<file path="src/rtl/gcd_requester_if.sv">
// Job, core and response signals of the GCD requester.
// slave is the requester's view; master is the surrounding system.
interface gcd_requester_if #(
    parameter int WIDTH = 8,
    parameter int LAT_W = 8
);
    logic             req_valid;
    logic             req_ready;
    logic [WIDTH-1:0] req_a;
    logic [WIDTH-1:0] req_b;
    logic             gcd_start;
    logic [WIDTH-1:0] gcd_a;
    logic [WIDTH-1:0] gcd_b;
    logic [WIDTH-1:0] gcd_y;
    logic             gcd_done;
    logic             gcd_error;
    logic             rsp_valid;
    logic             rsp_ready;
    logic [WIDTH-1:0] rsp_y;
    logic             rsp_error;
    logic             rsp_timeout;
    logic [LAT_W-1:0] rsp_latency;
    logic             busy;

    modport slave (
        input  req_valid, req_a, req_b,
        input  gcd_y, gcd_done, gcd_error,
        input  rsp_ready,
        output req_ready,
        output gcd_start, gcd_a, gcd_b,
        output rsp_valid, rsp_y, rsp_error,
        output rsp_timeout, rsp_latency, busy
    );

    modport master (
        output req_valid, req_a, req_b,
        output gcd_y, gcd_done, gcd_error,
        output rsp_ready,
        input  req_ready,
        input  gcd_start, gcd_a, gcd_b,
        input  rsp_valid, rsp_y, rsp_error,
        input  rsp_timeout, rsp_latency, busy
    );
endinterface

</file>
<file path="src/rtl/gcd_requester.sv">
// Issues one GCD job at a time to the core and returns
// result, error/timeout flags and START-to-DONE latency.
module gcd_requester #(
    parameter int WIDTH   = 8,
    parameter int TIMEOUT = 255,
    parameter int LAT_W   = 8
) (
    input logic            clk,
    input logic            rst,
    gcd_requester_if.slave bus
);
    typedef enum logic [1:0] {
        S_IDLE,
        S_ISSUE,
        S_WAIT,
        S_RESP
    } state_t;

    localparam logic [LAT_W-1:0] TMO = LAT_W'(TIMEOUT);

    state_t           state, state_n;
    logic             start_q, start_n;
    logic [WIDTH-1:0] a_q, a_n;
    logic [WIDTH-1:0] b_q, b_n;
    logic             valid_q, valid_n;
    logic [WIDTH-1:0] y_q, y_n;
    logic             err_q, err_n;
    logic             to_q, to_n;
    logic [LAT_W-1:0] lat_q, lat_n;
    logic             busy_q, busy_n;
    logic             armed, armed_n;
    logic [LAT_W-1:0] cnt, cnt_n;

    always_ff @(posedge clk) begin
        if (rst) begin
            state   <= S_IDLE;
            start_q <= 1'b0;
            a_q     <= '0;
            b_q     <= '0;
            valid_q <= 1'b0;
            y_q     <= '0;
            err_q   <= 1'b0;
            to_q    <= 1'b0;
            lat_q   <= '0;
            busy_q  <= 1'b0;
            armed   <= 1'b0;
            cnt     <= '0;
        end else begin
            state   <= state_n;
            start_q <= start_n;
            a_q     <= a_n;
            b_q     <= b_n;
            valid_q <= valid_n;
            y_q     <= y_n;
            err_q   <= err_n;
            to_q    <= to_n;
            lat_q   <= lat_n;
            busy_q  <= busy_n;
            armed   <= armed_n;
            cnt     <= cnt_n;
        end
    end

    always_comb begin
        state_n = state;
        a_n     = a_q;
        b_n     = b_q;
        y_n     = y_q;
        err_n   = err_q;
        to_n    = to_q;
        lat_n   = lat_q;
        armed_n = armed;
        cnt_n   = cnt;
        unique case (state)
            S_IDLE: begin
                if (bus.req_valid) begin
                    a_n     = bus.req_a;
                    b_n     = bus.req_b;
                    state_n = S_ISSUE;
                end
            end
            S_ISSUE: begin
                // A DONE still high from the last job must drop first
                armed_n = ~bus.gcd_done;
                cnt_n   = LAT_W'(1);
                state_n = S_WAIT;
            end
            S_WAIT: begin
                if (!bus.gcd_done) armed_n = 1'b1;
                if (armed && bus.gcd_done) begin
                    y_n     = bus.gcd_y;
                    err_n   = bus.gcd_error;
                    to_n    = 1'b0;
                    lat_n   = cnt;
                    state_n = S_RESP;
                end else if (cnt == TMO) begin
                    y_n     = '0;
                    err_n   = 1'b0;
                    to_n    = 1'b1;
                    lat_n   = TMO;
                    state_n = S_RESP;
                end else begin
                    cnt_n = cnt + LAT_W'(1);
                end
            end
            S_RESP: begin
                if (bus.rsp_ready) state_n = S_IDLE;
            end
            default: state_n = S_IDLE;
        endcase
        // Registered outputs follow the state being entered
        start_n = (state_n == S_ISSUE);
        valid_n = (state_n == S_RESP);
        busy_n  = (state_n != S_IDLE);
    end

    assign bus.req_ready   = (state == S_IDLE);
    assign bus.gcd_start   = start_q;
    assign bus.gcd_a       = a_q;
    assign bus.gcd_b       = b_q;
    assign bus.rsp_valid   = valid_q;
    assign bus.rsp_y       = y_q;
    assign bus.rsp_error   = err_q;
    assign bus.rsp_timeout = to_q;
    assign bus.rsp_latency = lat_q;
    assign bus.busy        = busy_q;
endmodule
</file>
<file path="src/flat_wrapper.sv">
// flat-port wrapper written by rule: the top's interface ports become plain ports
module gcd_requester_flat 
#(
    parameter int WIDTH   = 8,
    parameter int TIMEOUT = 255,
    parameter int LAT_W   = 8
)
  (clk, rst, bus_req_valid, bus_req_a, bus_req_b, bus_gcd_y, bus_gcd_done, bus_gcd_error, bus_rsp_ready, bus_req_ready, bus_gcd_start, bus_gcd_a, bus_gcd_b, bus_rsp_valid, bus_rsp_y, bus_rsp_error, bus_rsp_timeout, bus_rsp_latency, bus_busy);
  gcd_requester_if #(.WIDTH(WIDTH), .LAT_W(LAT_W)) bus_i ();
  input logic clk;
  input logic rst;
  input wire logic [$bits(bus_i.req_valid)-1:0] bus_req_valid;
  input wire logic [$bits(bus_i.req_a)-1:0] bus_req_a;
  input wire logic [$bits(bus_i.req_b)-1:0] bus_req_b;
  input wire logic [$bits(bus_i.gcd_y)-1:0] bus_gcd_y;
  input wire logic [$bits(bus_i.gcd_done)-1:0] bus_gcd_done;
  input wire logic [$bits(bus_i.gcd_error)-1:0] bus_gcd_error;
  input wire logic [$bits(bus_i.rsp_ready)-1:0] bus_rsp_ready;
  output wire logic [$bits(bus_i.req_ready)-1:0] bus_req_ready;
  output wire logic [$bits(bus_i.gcd_start)-1:0] bus_gcd_start;
  output wire logic [$bits(bus_i.gcd_a)-1:0] bus_gcd_a;
  output wire logic [$bits(bus_i.gcd_b)-1:0] bus_gcd_b;
  output wire logic [$bits(bus_i.rsp_valid)-1:0] bus_rsp_valid;
  output wire logic [$bits(bus_i.rsp_y)-1:0] bus_rsp_y;
  output wire logic [$bits(bus_i.rsp_error)-1:0] bus_rsp_error;
  output wire logic [$bits(bus_i.rsp_timeout)-1:0] bus_rsp_timeout;
  output wire logic [$bits(bus_i.rsp_latency)-1:0] bus_rsp_latency;
  output wire logic [$bits(bus_i.busy)-1:0] bus_busy;
  assign bus_i.req_valid = bus_req_valid;
  assign bus_i.req_a = bus_req_a;
  assign bus_i.req_b = bus_req_b;
  assign bus_i.gcd_y = bus_gcd_y;
  assign bus_i.gcd_done = bus_gcd_done;
  assign bus_i.gcd_error = bus_gcd_error;
  assign bus_i.rsp_ready = bus_rsp_ready;
  assign bus_req_ready = bus_i.req_ready;
  assign bus_gcd_start = bus_i.gcd_start;
  assign bus_gcd_a = bus_i.gcd_a;
  assign bus_gcd_b = bus_i.gcd_b;
  assign bus_rsp_valid = bus_i.rsp_valid;
  assign bus_rsp_y = bus_i.rsp_y;
  assign bus_rsp_error = bus_i.rsp_error;
  assign bus_rsp_timeout = bus_i.rsp_timeout;
  assign bus_rsp_latency = bus_i.rsp_latency;
  assign bus_busy = bus_i.busy;
  gcd_requester #(.WIDTH(WIDTH), .TIMEOUT(TIMEOUT), .LAT_W(LAT_W)) u_core (.clk(clk), .rst(rst), .bus(bus_i));
endmodule
</file>
<file path="config.mk">
export PLATFORM = sky130hd
export DESIGN_NAME = gcd_requester_flat
export DESIGN_NICKNAME = d
export VERILOG_FILES = /design/src/rtl/gcd_requester_if.sv /design/src/rtl/gcd_requester.sv /design/src/flat_wrapper.sv
export SDC_FILE = /design/constraint.sdc
export NUM_CORES = 1
export LEC_CHECK = 0
export ABC_AREA = 0
export CORE_ASPECT_RATIO = 1.2
export CORE_MARGIN = 2
export CORE_UTILIZATION = 47
export DETAILED_ROUTE_END_ITERATION = 12
export GPL_TIMING_DRIVEN = 0
export PLACE_DENSITY = 0.94
export SLEW_MARGIN = 25
export SYNTH_ARGS = -nofsm -noshare
export SYNTH_HDL_FRONTEND = slang
export SYNTH_SLANG_ARGS = --single-unit
</file>
<file path="constraint.sdc">
create_clock -name clk -period 2.8 [get_ports clk]
set_input_delay 0.84 -clock clk [delete_from_list [all_inputs] [get_ports clk]]
set_output_delay 0.84 -clock clk [all_outputs]
set_load 0.005 [all_outputs]
</file>
==> results of run 1 <==
## Yosys cell counts (2+ instances only)
| master | count | area [sq um] |
|---|---|---|
| sky130_fd_sc_hd__a21oi_1 | 21 | 105 |
| sky130_fd_sc_hd__a22oi_1 | 9 | 67.6 |
| sky130_fd_sc_hd__and3_1 | 2 | 12.5 |
| sky130_fd_sc_hd__buf_2 | 3 | 15.0 |
| sky130_fd_sc_hd__buf_6 | 2 | 22.5 |
| sky130_fd_sc_hd__clkbuf_1 | 8 | 30.0 |
| sky130_fd_sc_hd__dfxtp_1 | 48 | 961 |
| sky130_fd_sc_hd__ha_1 | 5 | 62.6 |
| sky130_fd_sc_hd__inv_1 | 5 | 18.8 |
| sky130_fd_sc_hd__nand2_1 | 37 | 139 |
| sky130_fd_sc_hd__nand3_1 | 3 | 15.0 |
| sky130_fd_sc_hd__nand3_2 | 2 | 20.0 |
| sky130_fd_sc_hd__nand4_1 | 4 | 25.0 |
| sky130_fd_sc_hd__nor2_1 | 33 | 124 |
| sky130_fd_sc_hd__nor3_1 | 12 | 60.1 |
| sky130_fd_sc_hd__o21a_1 | 3 | 22.5 |
| sky130_fd_sc_hd__o31ai_1 | 3 | 22.5 |
| sky130_fd_sc_hd__or4_1 | 3 | 22.5 |
## registers in the layout, indices dropped and copies added (netlist names)
register,cells
u_core.cnt,8
u_core.state,2
u_core.bus.gcd_start,1
u_core.bus.rsp_latency,8
u_core.bus.rsp_timeout,1
u_core.bus.gcd_a,8
u_core.bus.busy,1
u_core.bus.gcd_b,8
u_core.bus.rsp_y,8
u_core.bus.rsp_valid,1
u_core.armed,1
u_core.bus.rsp_error,1
## final timing paths
kind / end / depth (start not counted) / start / slack, ps
hold / removal: u_core.bus.gcd_a[7] / 2 / u_core.bus.gcd_a[7] / 460
setup reg to reg: u_core.cnt[7] / 7 / u_core.state[0] / 840
hold reg to reg: u_core.bus.gcd_a[7] / 2 / u_core.bus.gcd_a[7] / 460
setup / recovery: bus_req_ready / 3 / u_core.state[0] / 500
## cell families (layout without fill, tap and decap cells)
group / count (synthesis) / count (layout) / synth area share
compound gates: 49 / 49 / 0.166
flops: 48 / 48 / 0.507
buf+inv: 20 / 94 / 0.0514
simple gates: 101 / 101 / 0.238
xor+xnor: 1 / 1 / 0.00462
fa+ha+maj: 5 / 5 / 0.0330
## area by class of cell
class,count,area [sq um],share of cell area
plain buffers,15,78.8,0.0288
clock buffers,5,68.8,0.0251
clock inverters,3,42.5,0.0155
inverters,5,18.8,0.00686
multi-input cells,156,838,0.306
flip-flops and latches,48,961,0.351
well taps,54,67.6,0.0247
repair buffers,66,661,0.241
## power groups by stage
| stage | registers, W | logic [W] | clock network (W) |
|---|---|---|---|
| floorplan | 0.000740 | 0.0000849 | 0 |
| global placement | 0.000738 | 0.000190 | 0 |
| detailed placement | 0.000740 | 0.000196 | 0 |
| CTS | 0.000724 | 0.000197 | 0.000506 |
| global route | 0.000727 | 0.000215 | 0.000531 |
| finish | 0.000724 | 0.000195 | 0.000494 |
## tightest hold or removal path, cell delays in order (launching register included)
cell and delay [ps]:
sky130_fd_sc_hd__dfxtp_1 320, sky130_fd_sc_hd__nand2_1 50, sky130_fd_sc_hd__a21oi_1 50
## placed cells by master, fill, tap and decap left out, types with 4 or more instances in the layout
cell / n
sky130_fd_sc_hd__a21oi_1: 21
sky130_fd_sc_hd__a22oi_1: 9
sky130_fd_sc_hd__clkbuf_1: 8
sky130_fd_sc_hd__clkbuf_8: 5
sky130_fd_sc_hd__clkdlybuf4s50_1: 66
sky130_fd_sc_hd__dfxtp_1: 48
sky130_fd_sc_hd__ha_1: 5
sky130_fd_sc_hd__inv_1: 5
sky130_fd_sc_hd__nand2_1: 37
sky130_fd_sc_hd__nand4_1: 4
sky130_fd_sc_hd__nor2_1: 33
sky130_fd_sc_hd__nor3_1: 12
## layer usage
layer / up-vias / GRT usage
met5: - / 0
met1: 824 / 0.262
met2: 51 / 0.354
met3: 9 / 0.0563
li1: 915 / -
met4: 0 / 0.0804
## per-stage QoR
| step | hold WS (ps) | utilization | setup slack [ps] | instance area, sq um |
|---|---|---|---|---|
| 6_report | 457 | 0.700 | 501 | 2740 |
| 5_1_grt | 482 | 0.700 | 412 | 2740 |
| 4_1_cts | 461 | 0.700 | 479 | 2740 |
| 3_5_place_dp | 448 | 0.671 | 369 | 2630 |
| 3_3_place_gp | 441 | 0.671 | 426 | 2630 |
| 2_1_floorplan | 453 | - | 1040 | 1900 |
==> out/metrics.yaml, run 1 <==
timing.critical_path.slowest_stage_cell: "sky130_fd_sc_hd__clkdlybuf4s50_1"
layout_worst_path_cycle_share: 0.821
die_width_um: 62.0
cp-end-kind: "output port"
fin_cells: 352
vias_per_cell: 5.11
drc: 0
antenna_cells_inserted: 0
run_status: "completed"
cp_data_required_time_ps: 1960
postSynthAreaPerCell_sq_um: 8.47
timing.hold.worst.class: "reg -> reg"
io_buffer_count: 66
grt_start_max_net_pins: 16
die_h_um: 73.6
post_route_cells_drive_above_1_share: 0.0537
crit_path_max_incr_delay_ps: 450
setup_total_negative_slack_ps: 0
hpwlAfterDp_um: 3520
peak_vdd_ir_uv: 338
worstPathMaxFanout: 4
drt.antenna.violating_nets: 0
cts_htree_levels: 2
slew_headroom: 0.683
final_period_minus_worst_setup_slack_ps: 2300
synth_sequential_area_ratio: 0.507
synth.ff_latch_count: 48
clock_path_buffers: 2
finalWirelength_um: 4730
setup.worst_path.start_class: "flip-flop"
crit_family: "buffers and inverters"
groute.usage.overall: 0.215
final_setup_fails: 0
setup_repair_after_global_routing_missed_its_margin: "false"
fillCellCount: 308
async_set_or_reset_register_ratio_after_synthesis: 0
top_signal_layer_used: "met4"
cts_hold_buffers: 0
area_growth_syn_to_layout_pct: 44.3
cellInternalPower_w: 0.00108
layout.nets: 332
max_slew_violation_total_from_the_final_report: 0
syn_area_sq_um: 1900
synth.net_count: 259
dr_wl_met2_um: 2460
cts_made_buffers: 5
clock_insertion_delay_worst_skew_ps: 300
p_seq_frac: 0.512
synthesis.instances: 224
global_route.overflow_total: 0
num_vias: 1799
max_clock_freq_mhz: 435
detail_route.wirelength.met1_um: 1940
routabilityCongestion: 0.892
fin_worst_skew_ps: 7.86
drt-wirelength-per-cell_um: 13.4
worst_ep_arrival_ps: 1460
total_power_w: 0.00141
synth_edf_count: 0
floorplan.core_area_sq_um: 3910
initial_utilization: 0.485
clk_root_buffer_cell: "sky130_fd_sc_hd__clkbuf_8"
power_density_nw_per_um2: 516
clock_sink_count: 48
grt_first_pass_wirelength_um: 7310
number_of_setup_buffers_added_after_cts: 0
first_global_vias: 1623
critical_path_class: "reg -> out"
synth_flop_cell: "sky130_fd_sc_hd__dfxtp_1"
detailedRoute.firstIterationViolations: 69
post_cts_resize_count: 0
io_pins: 68
combPwrFrac: 0.138
clockPowerShare: 0.349
net_switching_power_figure_w: 0.000333
cts_tree: "built"
switching_share: 0.235
antenna_found_initial: 0
place.detailed.instances: 344
ys_types: 39
worstPathCellList: "inv_1 -> ha_1 -> clkdlybuf4s50_1"
static_leakage_nw: 0.997
met3_wire_length_um: 246
yosys_warnings: 0
max-cap-violations: 0
die_footprint_sq_um: 4560
floorplan.rows: 25
finalHoldViolations: 0
worstMarginPinSlew_ps: 474
worstPathBufferInverterCount: 2
path_clk_slew_ps: 90
drt_pre_antenna_iters: 4
Power figures use the tool's default switching activity.
==> run 2, diff against run 1 <==
--- a/config.mk
+++ b/config.mk
@@ -8,10 +8,10 @@
 export ABC_AREA = 0
 export CORE_ASPECT_RATIO = 1.2
 export CORE_MARGIN = 2
-export CORE_UTILIZATION = 47
+export CORE_UTILIZATION = 40
 export DETAILED_ROUTE_END_ITERATION = 12
 export GPL_TIMING_DRIVEN = 0
-export PLACE_DENSITY = 0.94
+export PLACE_DENSITY = 0.87
 export SLEW_MARGIN = 25
 export SYNTH_ARGS = -nofsm -noshare
 export SYNTH_HDL_FRONTEND = slang
==> constraint.sdc (replaced) <==
create_clock -name clk -period 1.98 [get_ports clk]
set_input_delay 0.594 -clock clk [delete_from_list [all_inputs] [get_ports clk]]
set_output_delay 0.594 -clock clk [all_outputs]
set_load 0.005 [all_outputs]
==> run 2 against run 1 <==
Final cell count grew 0.85%; highest routed layer unchanged; global-route usage shrank 3.5 points; critical path type is now reg -> reg; clock skew grew 3.8 ps; via count shrank 3.6%; clock power grew 19%; critical path depth rose by 4; sequential cell count unchanged.
==> out/metrics.yaml, run 2 (same netlist as run 1, synthesis figures left out) <==
drt_pre_antenna_iters: 5
num_vias: 1734
finalHoldViolations: 0
detail_route.wirelength.met1_um: 1890
clock_insertion_delay_worst_skew_ps: 300
static_leakage_nw: 0.991
antenna_found_initial: 0
cts_hold_buffers: 0
area.sequential_sq_um: 963
cts_htree_levels: 2
detailedRoute.firstIterationViolations: 105
vias_per_cell: 4.88
critical_path_class: "reg -> reg"
power_density_nw_per_um2: 691
floorplan.core_area_sq_um: 4590
io_pins: 68
run_status: "completed"
fin_area_sq_um: 2730
slew_headroom: 0.659
antenna_cells_inserted: 0
grt_start_max_net_pins: 14
hpwlAfterDp_um: 3280
path_clk_slew_ps: 90
area_growth_syn_to_layout_pct: 43.7
drc: 0
cts_tree: "built"
setup_repair_after_global_routing_missed_its_margin: "false"
fin_worst_skew_ps: 11.7
global_route.overflow_total: 0
setup.worst_path.start_class: "flip-flop"
final_period_minus_worst_setup_slack_ps: 1860
die_footprint_sq_um: 5310
worst_ep_arrival_ps: 2100
top_signal_layer_used: "met4"
drt.antenna.violating_nets: 0
multiInputGateArea_sq_um: 842
peak_vdd_ir_uv: 457
clk_root_buffer_cell: "sky130_fd_sc_hd__clkbuf_8"
clock_sink_count: 48
layout_common_cells: "sky130_fd_sc_hd__clkdlybuf4s50_1 (65), sky130_fd_sc_hd__dfxtp_1 (46), sky130_fd_sc_hd__nand2_1 (37)"
max-cap-violations: 0
worstMarginPinSlew_ps: 512
cts_made_buffers: 5
cp-end-kind: "flip-flop"
drt-wirelength-per-cell_um: 12.6
routabilityCongestion: 0.791
max_clock_freq_mhz: 536
met3_wire_length_um: 243
grt_first_pass_wirelength_um: 7250
worstPathMaxFanout: 9
cp_data_required_time_ps: 2220
finalWirelength_um: 4460
layout.nets: 331
initial_utilization: 0.413
dr_wl_met2_um: 2250
fillCellCount: 446
number_of_setup_buffers_added_after_cts: 0
groute.usage.overall: 0.179
ff2ff_setup_slack_ps: 120
clock_path_buffers: 2
final_setup_fails: 0
layout_worst_path_cycle_share: 0.942
io_buffer_count: 66
post-route-util: 0.593
first_global_vias: 1597
timing.hold.worst.class: "reg -> reg"
floorplan.rows: 27
die_width_um: 66.9
die_h_um: 79.4
dp_slack_ps: -231
max_slew_violation_total_from_the_final_report: 0
post-route-worst-setup-slack_ps: 115
placement.cell_area_sq_um: 2630
post_route_cells_drive_above_1_share: 0.0606
final_common_cell: "sky130_fd_sc_hd__clkdlybuf4s50_1"
[run 2: changes by cell type in the layout (fill, tap and decap cells not counted)]
cell / change
sky130_fd_sc_hd__a21oi_1: -1
sky130_fd_sc_hd__a21oi_2: +1
sky130_fd_sc_hd__buf_2: -1
sky130_fd_sc_hd__buf_4: +1
sky130_fd_sc_hd__bufinv_16: -1
sky130_fd_sc_hd__clkbuf_2: +1
sky130_fd_sc_hd__clkbuf_8: +1
sky130_fd_sc_hd__clkdlybuf4s50_1: -1
sky130_fd_sc_hd__clkinv_2: -1
sky130_fd_sc_hd__clkinvlp_4: -1
sky130_fd_sc_hd__dfxtp_1: -2
sky130_fd_sc_hd__dfxtp_2: +2
sky130_fd_sc_hd__dlygate4sd2_1: +1
[run 2: power breakdown]
group,leakage (nW),switching (W),internal (W)
logic,0.554,0.000119,0.000149
clock network,0.0455,0.000305,0.000285
registers,0.391,0.0000207,0.00100
[run 2: layer usage]
layer,global-route usage,vias to the layer above
li1,-,912
met1,0.215,766
met2,0.303,50
met3,0.0480,6
met4,0.0673,0
met5,0,-
[run 2: cell type report]
class | count | share of cell area
inverters | 5 | 0.00689
plain buffers | 14 | 0.0289
well taps | 58 | 0.0266
flip-flops and latches | 48 | 0.354
clock buffers | 8 | 0.0331
repair buffers | 66 | 0.242
multi-input cells | 156 | 0.309
[run 2: stage by stage]
step / hold slack [ps] / std cells / power (W) / setup TNS, ps
final: 456 / 355 / 0.00188 / 0
after global routing: 474 / 355 / 0.00198 / 0
after CTS: 459 / 356 / 0.00191 / 0
after detailed placement: 446 / 348 / 0.00132 / -4580
after global placement: 441 / 348 / 0.00131 / -3840
after floorplan: 453 / 224 / 0.00117 / 0
[run 2: final timing paths]
| kind | from | endpoint | depth (start not counted) |
|---|---|---|---|
| worst min register to register | u_core.bus.gcd_a[7] | u_core.bus.gcd_a[7] | 2 |
| worst max register to register | u_core.state[0] | u_core.cnt[7] | 7 |
| worst min-delay path | u_core.bus.gcd_a[7] | u_core.bus.gcd_a[7] | 2 |
| worst max-delay path | u_core.state[0] | u_core.cnt[7] | 7 |
[run 2: what timing repair did]
| item | CTS | global route |
|---|---|---|
| resized for setup | 3 | 5 |
| setup endpoints to repair | 1 | 11 |
| cloned | 0 | 0 |
[run 2: critical path: stages, from the launching register on]
cell                      delay (ps)
sky130_fd_sc_hd__dfxtp_2         360
sky130_fd_sc_hd__inv_1            60
sky130_fd_sc_hd__ha_1            290
sky130_fd_sc_hd__buf_6           120
sky130_fd_sc_hd__and3_1          170
sky130_fd_sc_hd__nand3_2         140
sky130_fd_sc_hd__or4_1           520
sky130_fd_sc_hd__a21oi_2         140
